[src/rtl/fetch_unit.sv]
// ============================================================================
//  Module   : fetch_unit
//  Purpose  : PC / instruction-fetch stage feeding the IF/ID pipeline register
//  Revision : 1.0  initial release
// ============================================================================
`default_nettype none

module fetch_unit #(
  parameter logic [31:0] RESET_PC  = 32'h0000_0000,
  parameter logic [31:0] NOP_INSTR = 32'h0000_0013
) (
  input  logic        clk,
  input  logic        reset,
  input  logic        stall,
  input  logic        redirect_valid,
  input  logic [31:0] redirect_pc,
  output logic [6:0]  imem_addr,
  input  logic [31:0] imem_instr,
  output logic        if_valid,
  output logic [31:0] if_pc,
  output logic [31:0] if_instr,
  output logic        fetch_fault,
  output logic [31:0] fault_pc
);

  localparam logic [1:0] BOOT  = 2'd0;
  localparam logic [1:0] RUN   = 2'd1;
  localparam logic [1:0] FAULT = 2'd2;

  logic [1:0]  state, state_next;
  logic [31:0] pc, pc_next;
  logic        if_valid_next, fetch_fault_next;
  logic [31:0] if_pc_next, if_instr_next, fault_pc_next;
  logic        redirect_misaligned, pc_out_of_range;

  assign imem_addr           = pc[8:2];
  assign redirect_misaligned = (redirect_pc[1:0] != 2'b00);
  assign pc_out_of_range     = (pc[31:9] != 23'd0);

  always_ff @(posedge clk) begin
    if (reset) begin
      state       <= BOOT;
      pc          <= RESET_PC;
      if_valid    <= 1'b0;
      if_pc       <= 32'd0;
      if_instr    <= NOP_INSTR;
      fetch_fault <= 1'b0;
      fault_pc    <= 32'd0;
    end else begin
      state       <= state_next;
      pc          <= pc_next;
      if_valid    <= if_valid_next;
      if_pc       <= if_pc_next;
      if_instr    <= if_instr_next;
      fetch_fault <= fetch_fault_next;
      fault_pc    <= fault_pc_next;
    end
  end

  always_comb begin
    state_next = state;
    case (state)
      BOOT: state_next = (redirect_valid && redirect_misaligned) ? FAULT : RUN;
      RUN: begin
        if (redirect_valid)
          state_next = redirect_misaligned ? FAULT : RUN;
        else if (!stall && pc_out_of_range)
          state_next = FAULT;
      end
      FAULT:   state_next = FAULT;
      default: state_next = BOOT;
    endcase
  end

  // Redirects are honoured in BOOT as well; only RUN fetches or stalls.
  always_comb begin
    pc_next          = pc;
    if_valid_next    = if_valid;
    if_pc_next       = if_pc;
    if_instr_next    = if_instr;
    fetch_fault_next = fetch_fault;
    fault_pc_next    = fault_pc;
    case (state)
      BOOT, RUN: begin
        if (redirect_valid && redirect_misaligned) begin
          if_valid_next    = 1'b0;
          if_instr_next    = NOP_INSTR;
          fetch_fault_next = 1'b1;
          fault_pc_next    = redirect_pc;
        end else if (redirect_valid) begin
          pc_next       = redirect_pc;
          if_valid_next = 1'b0;
          if_instr_next = NOP_INSTR;
        end else if (state == RUN && !stall) begin
          if (pc_out_of_range) begin
            if_valid_next    = 1'b0;
            if_instr_next    = NOP_INSTR;
            fetch_fault_next = 1'b1;
            fault_pc_next    = pc;
          end else begin
            if_valid_next = 1'b1;
            if_pc_next    = pc;
            if_instr_next = imem_instr;
            pc_next       = pc + 32'd4;
          end
        end
      end
      default: begin
        if_valid_next = 1'b0;
        if_instr_next = NOP_INSTR;
      end
    endcase
  end

endmodule

`default_nettype wire
[config.mk]
export PLATFORM = sky130hd
export DESIGN_NAME = fetch_unit
export DESIGN_NICKNAME = d
export VERILOG_FILES = /design/src/rtl/fetch_unit.sv
export SDC_FILE = /design/constraint.sdc
export NUM_CORES = 1
export LEC_CHECK = 0
export ABC_CLOCK_PERIOD_IN_PS = 2100
export CORE_MARGIN = 1
export CORE_UTILIZATION = 30
export CTS_CLUSTER_SIZE = 16
export DETAILED_ROUTE_END_ITERATION = 10
export HOLD_SLACK_MARGIN = 0.02
export PLACE_DENSITY_LB_ADDON = 0.1
export SLEW_MARGIN = 20
export SYNTH_ARGS = -nofsm -noshare
export SYNTH_HDL_FRONTEND = slang
export SYNTH_SLANG_ARGS = --single-unit
[constraint.sdc]
create_clock -name clk -period 2.1 [get_ports clk]
set_input_delay 0.315 -clock clk [delete_from_list [all_inputs] [get_ports clk]]
set_output_delay 0.315 -clock clk [all_outputs]
set_load 0.02 [all_outputs]
==> metrics, run 1 <==
status=finished clean; Root Driver=clkbuf_16; top post-synthesis cells by area=dfxtp_1 (49%), mux2i_1 (7.9%), a211oi_2 (6.9%); crit-path most repeated cell=or3_4; Worst path depth=5; global-route usage over all layers=17.7%; chip height=between 100 and 150 um; Mapped Nets=660; Net Sw Frac=24.3%; Primary FF master, synth=dfxtp_1; Final Max Slew Viols=0; GP Congestion=0.769; maximum vdd ir drop=0.000529 V; first-pass GRT wire length=roughly 25 mm; clk slew on worst S/H paths=0.06 ns; Yosys cell types=44; fillcell total=1647; Min-Delay Path Class=primary input to flop; Req. time, crit path=2.45 ns; M1 WL=about 7.7 mm; Ant. Diodes=0; Max-cap violations=0; vias=4957; min-delay src=reset; Reg power frac=38.5%; cell taking the most area after synthesis=dfxtp_1; Die X=137 um; Tightest Pin Transition=about 0.66 ns; H-tree levels=4; Crit-path slowest cell=or4_4; fmax=~480 MHz; commonest cells in the netlist=dfxtp_1 (132), nand2_1 (64), a21oi_1 (55); fin crit share=99.1%; Rel. slew slack=between 50% and 60%; area grow syn2layout=51.7%; Clock Latency Late Sink=0.42 ns; pin count of the biggest net entering global routing=between 40 and 50; crit path capture=pc[2]$_SDFFE_PP0P_; routed len/inst=about 16 um; worst setup path category=flop to flop; initial antenna violation count=0; total global routing overflow=0; PnR Total Power=0.00687 W; worst r2r dst=pc[2]$_SDFFE_PP0P_; placed cells=~1000; initial DRC count=between 200 and 250; P per Cell Area=between 800 and 900 nW/um^2; buffer levels on the longest clock path=2; vias in the first global route=approximately 4700; Critical Path AT=2.43 ns; most frequent cell after synthesis=dfxtp_1; RSZ-0062 raised after global routing=yes; I/O pin total=173; minimum clock period=2.08 ns; core area=17500 um^2; Int Power=0.00520 W; layout cell share with drive strength beyond 1=16.2%; Pleak=2.91 nW; final hold vios=0; worst-path maximum fanout=5; met3 WL=1.05 mm; CP peak stage delay=0.55 ns; critical path buffer and inverter count=0; starting density of the core=31.1%; post-route ant nets=0; logic gate share of total power=14.8%; Critical Path Source Type=flop; Worst Reg-to-Reg Cells=5; Post-Syn Area per Cell=9.21 um^2; critical path cell sequence=or4_4 > or3_4 > o21a_4 > or3_4 > a31oi_1; setup TNS=0 ns; Vias/cell=between 4 and 5; Post-synth EDFFs=0; port bufs=roughly 170; # DRC=0; hpwl dp=around 11 mm; cell family with most CP delay=simple AND/OR/NAND/NOR gates; worst reg2reg startpoint=pc[14]$_SDFFE_PP0P_; Synth Register Bits=132; # hold bufs at CTS=0; fin cells=1004; CP Capture Type=flop; R2R setup slack=0.02 ns; Seq/Total Area, Yosys=48.6%; # rows=48; TritonCTS Sinks=132; Psw=0.00167 W; Post CTS Setup Buffer Count=0; Ys Warns=0; CTS tree=done; Routed WL=16.4 mm; top routing layer in use=met4; top cell type's share of synthesized area=around half; routed wl met2=7.35 mm; Final setup viols=0; final net count=835; post-synthesis cell count=591; end-of-flow core utilization=between 40% and 50%; full die area=roughly 19000 um^2; clk_skew=0.0159 ns; Worst Setup SP=pc[14]$_SDFFE_PP0P_; Synth Cell Area=5440 um^2; Clock power frac=46.7%; asr flop ratio synth=0%; CTS Buf Count=17; drt pass-1 iters=4
cells by family (layout without fill, tap and decap cells):
group,count (synthesis),count (layout),synth area share [%]
AND/OR/NAND/NOR,235,235,21.4
flip-flops,132,132,48.6
AO/OA/AOI/OAI,121,121,16.7
buffers and inverters,59,247,5.17
multiplexers,43,43,7.91
adder cells (fa/ha/maj),1,1,0.230
state kept, by name, indices dropped and copies added, names as in the netlist:
signal and flops:
if_instr 32, pc 32, if_pc 32, fetch_fault 1, fault_pc 32, if_valid 1, state 2
power groups by stage:
stage	Clock (W)	Combinational, W	Sequential, W
after CTS	0.00330	0.00101	0.00265
after detailed placement	0	0.00100	0.00270
after global placement	0	0.00100	0.00270
after global routing	0.00340	0.00109	0.00266
final	0.00321	0.00102	0.00265
after floorplan	0	0.000463	0.00277
layout by cell type (no fill, tap or decap), drive strengths merged, types with 3 or more instances in the layout:
cell type	n
a211oi	37
a21oi	55
a31oi	3
and2	25
buf	44
bufinv	4
clkbuf	23
clkdlybuf4s50	170
clkinv	4
dfxtp	132
mux2i	43
nand2	64
nand3	46
nand4	6
nor2	28
nor2b	3
nor3	40
nor4	4
o21ai	10
o31ai	5
or2	3
or3	3
or4	3
how the worst min path moves through the flow:
stage / to / slack, ns / cells after the start
3_3_place_gp: if_instr[19]$_SDFFE_PP0P_ / 0.44 / 2
5_1_grt: fault_pc[10]$_SDFFE_PP0P_ / 0.21 / 2
3_5_place_dp: if_pc[21]$_SDFFE_PP0P_ / 0.44 / 1
4_1_cts: fault_pc[10]$_SDFFE_PP0P_ / 0.19 / 2
2_1_floorplan: pc[14]$_SDFFE_PP0P_ / 0.45 / 2
6_report: fault_pc[10]$_SDFFE_PP0P_ / 0.21 / 2
worst reg2reg max path, delay by kind of cell (launching register included):
kind             cells  cell delay [ns]
flip-flops           1             0.32
AO/OA/AOI/OAI        2             0.38
AND/OR/NAND/NOR      3             1.31
per-layer routing:
layer,GRT usage (%),vias to the layer above
li1,-,2466
met1,23.3,2302
met5,0,-
met2,27.1,171
met3,4.78,18
met4,7.22,0
through the flow:
step	area, um^2	setup slack, ns	hold slack (ns)
final	8250	0.0190	0.214
after global routing	8250	-0.0490	0.209
after CTS	8220	0.00602	0.191
after detailed placement	7580	-0.456	0.444
after global placement	7580	-0.433	0.438
after floorplan	5450	0.00893	0.452
what timing repair did:
action | 4_1_cts | 5_1_grt
endpoints found under the setup margin | 77 | 12
gates resized for setup | 5 | 9
cloned | 0 | 0
pin swaps | 2 | 3
final cells by class:
type                       instances  area (um^2)  share of cell area [%]
inverter                           1         3.75                  0.0455
clock buffer                      23          498                    6.03
timing repair buffer             214         2090                    25.4
clock inverter                     9          148                    1.79
multi-input combinational        400         2580                    31.3
sequential                       132         2650                    32.1
tap                              225          282                    3.41
Power figures use the tool's default switching activity.
==> inputs of run 2 (changes only) <==
Settings changed: ABC_CLOCK_PERIOD_IN_PS 2100 to 2300.
Clock period 2.1 ns to 2.3 ns, I/O delays scaled along.
==> run 2 against run 1 <==
Power decreased by 10%. Sequential cell count unchanged. Worst setup slack better by 0.072 ns. Clock-buffer cell count decreased by 4. Final cell count fell by 0.90%. Sequential power fell by 8.7%. Die area unchanged. Utilization shrank 0.62 points. Clock power is 11% lower. Critical path type unchanged.
==> metrics, run 2 (same netlist as run 1, synthesis figures left out) <==
critical path cell sequence=or4_1 > or2_1 > o21ba_1 > or2_2 > buf_12 > a211oi_2 (was or4_4 > or3_4 > o21a_4 > or3_4 > a31oi_1); H-tree levels=4 (unchanged); Final Max Slew Viols=0 (unchanged); # DRC=0 (unchanged); vias in the first global route=4832 (was 4653); Ant. Diodes=0 (unchanged); worst-path maximum fanout=20 (was 5); final worst slack=0.0915 ns (was 0.0190 ns); most common cell after layout, fill and taps aside=clkdlybuf4s50_1 (unchanged); full die area=18700 um^2 (unchanged); Crit-path slowest cell=or4_1 (was or4_4); chip height=137 um (unchanged); TritonCTS Sinks=132 (unchanged); Vias/cell=4.95 (was 4.94); Routed WL=16.5 mm (was 16.4 mm); area grow syn2layout=49.7% (was 51.7%); status=finished clean (unchanged); Pleak=2.84 nW (was 2.91 nW); worst reg2reg startpoint=pc[30]$_SDFFE_PP0P_ (was pc[14]$_SDFFE_PP0P_); DP Worst Slack=-0.189 ns (was -0.456 ns); post-route ant nets=0 (unchanged); worst r2r dst=fault_pc[21]$_SDFFE_PP0P_ (was pc[2]$_SDFFE_PP0P_); met1 usage=22.7% (was 23.3%); Clock Latency Late Sink=0.42 ns (about the same); routing usage on met3=3.63% (was 4.78%); core area=17500 um^2 (unchanged); global-route usage over all layers=17.8% (was 17.7%); Worst Setup SP=pc[30]$_SDFFE_PP0P_ (was pc[14]$_SDFFE_PP0P_); # rows=48 (unchanged); routed len/inst=16.6 um (was 16.3 um); crit path capture=fault_pc[21]$_SDFFE_PP0P_ (was pc[2]$_SDFFE_PP0P_); Hold Crit Depth=2 (unchanged); layout cell share with drive strength beyond 1=14.0% (was 16.2%); Tightest Pin Transition=1.05 ns (was 0.655 ns); commonest cells after routing, fill and taps aside=clkdlybuf4s50_1 (170), dfxtp_1 (132), nand2_1 (64) (was clkdlybuf4s50_1 (170), dfxtp_1 (130), nand2_1 (64)); PostCTS Resize Cnt=0 (was 5); placed cells=963 (was 973); pin count of the biggest net entering global routing=41 (unchanged); first-pass GRT wire length=25.7 mm (was 25.1 mm); GR peak layer=met2 (unchanged); Req. time, crit path=2.63 ns (was 2.45 ns); CP Capture Type=flop (unchanged); Min-Delay Path Class=primary input to flop (unchanged); Max-cap violations=0 (unchanged); clk_skew=0.00850 ns (was 0.0159 ns); Worst Reg-to-Reg Cells=6 (was 5); port bufs=172 (unchanged); hpwl dp=11.6 mm (was 11.4 mm); final net count=826 (was 835); Final setup viols=0 (unchanged); initial antenna violation count=0 (unchanged); # hold bufs at CTS=0 (unchanged); P per Cell Area=759 nW/um^2 (was 833 nW/um^2); maximum vdd ir drop=0.000492 V (was 0.000529 V); starting density of the core=31.1% (unchanged); fmax=453 MHz (was 481 MHz); drt pass-1 iters=5 (was 4); buffer levels on the longest clock path=2 (unchanged); Post CTS Setup Buffer Count=0 (unchanged); PnR Total Power=0.00618 W (was 0.00687 W); R2R setup slack=0.09 ns (was 0.02 ns); CTS Buf Count=17 (unchanged); Root Driver=clkbuf_16 (unchanged); RSZ-0062 raised after global routing=no (was yes); fin cells=995 (was 1004); final hold vios=0 (unchanged); Critical Path Source Type=flop (unchanged); minimum clock period=2.21 ns (was 2.08 ns); Die X=137 um (unchanged); CTS tree=done (unchanged); fin crit share=96.0% (was 99.1%); CP peak stage delay=0.56 ns (was 0.55 ns); met2 Use GR=29.3% (was 27.1%); I/O pin total=173 (unchanged); vias=4927 (was 4957); clk slew on worst S/H paths=0.06 ns (about the same); GP Congestion=0.784 (was 0.769); worst setup path category=flop to flop (unchanged); Rel. slew slack=30.0% (was 56.3%); Critical Path AT=2.54 ns (was 2.43 ns); initial DRC count=229 (was 211); total global routing overflow=0 (unchanged)
==> run 2: worst min-delay path by stage <==
stage / startpoint / to
2_1_floorplan: pc[14]$_SDFFE_PP0P_ / pc[14]$_SDFFE_PP0P_
3_3_place_gp: if_instr[5]$_SDFFE_PP0P_ / if_instr[5]$_SDFFE_PP0P_
3_5_place_dp: if_pc[14]$_SDFFE_PP0P_ / if_pc[14]$_SDFFE_PP0P_
4_1_cts: reset / if_pc[7]$_SDFFE_PP0P_
5_1_grt: reset / if_pc[1]$_SDFFE_PP0P_
6_report: reset / if_pc[1]$_SDFFE_PP0P_
==> run 2: per-stage QoR <==
stage	utilization, %	hold slack, ns	TNS [ns]	area, um^2
2_1_floorplan	-	0.452	0	5440
3_3_place_gp	43.0	0.437	-6.37	7510
3_5_place_dp	43.0	0.443	-7.36	7510
4_1_cts	46.6	0.369	0	8140
5_1_grt	46.6	0.391	0	8140
6_report	46.6	0.383	0	8140
==> run 2: worst max-delay path, delay by kind of cell (launching register included) <==
kind | cells | cell delay (ns)
compound gates | 2 | 0.44
buf+inv | 1 | 0.18
flops | 1 | 0.31
simple gates | 3 | 1.19
==> run 2: layout make-up <==
class,instances,area (um^2)
well taps,225,282
repair buffers,205,2050
clock inverters,13,183
multi-input cells,400,2540
fillers,1678,9330
flip-flops and latches,132,2640
inverters,1,3.75
clock buffers,19,443
==> run 2: power breakdown <==
group | internal (W) | leakage (nW) | switching (W)
Sequential | 0.00237 | 1.07 | 0.0000524
Clock | 0.00184 | 0.295 | 0.00102
Combinational | 0.000420 | 1.47 | 0.000485
==> run 2: metal layers <==
metal | vias up | share of wire, %
met5 | - | 0
met4 | 0 | 1.4
met3 | 13 | 5.4
met2 | 140 | 47
met1 | 2330 | 47
li1 | 2444 | -
==> inputs of run 3 (changes only) <==
Settings changed: ABC_CLOCK_PERIOD_IN_PS 2300 to not set.
==> results of run 3 <==
Same layout as run 2: the final DEF is identical, and so are final timing and power.
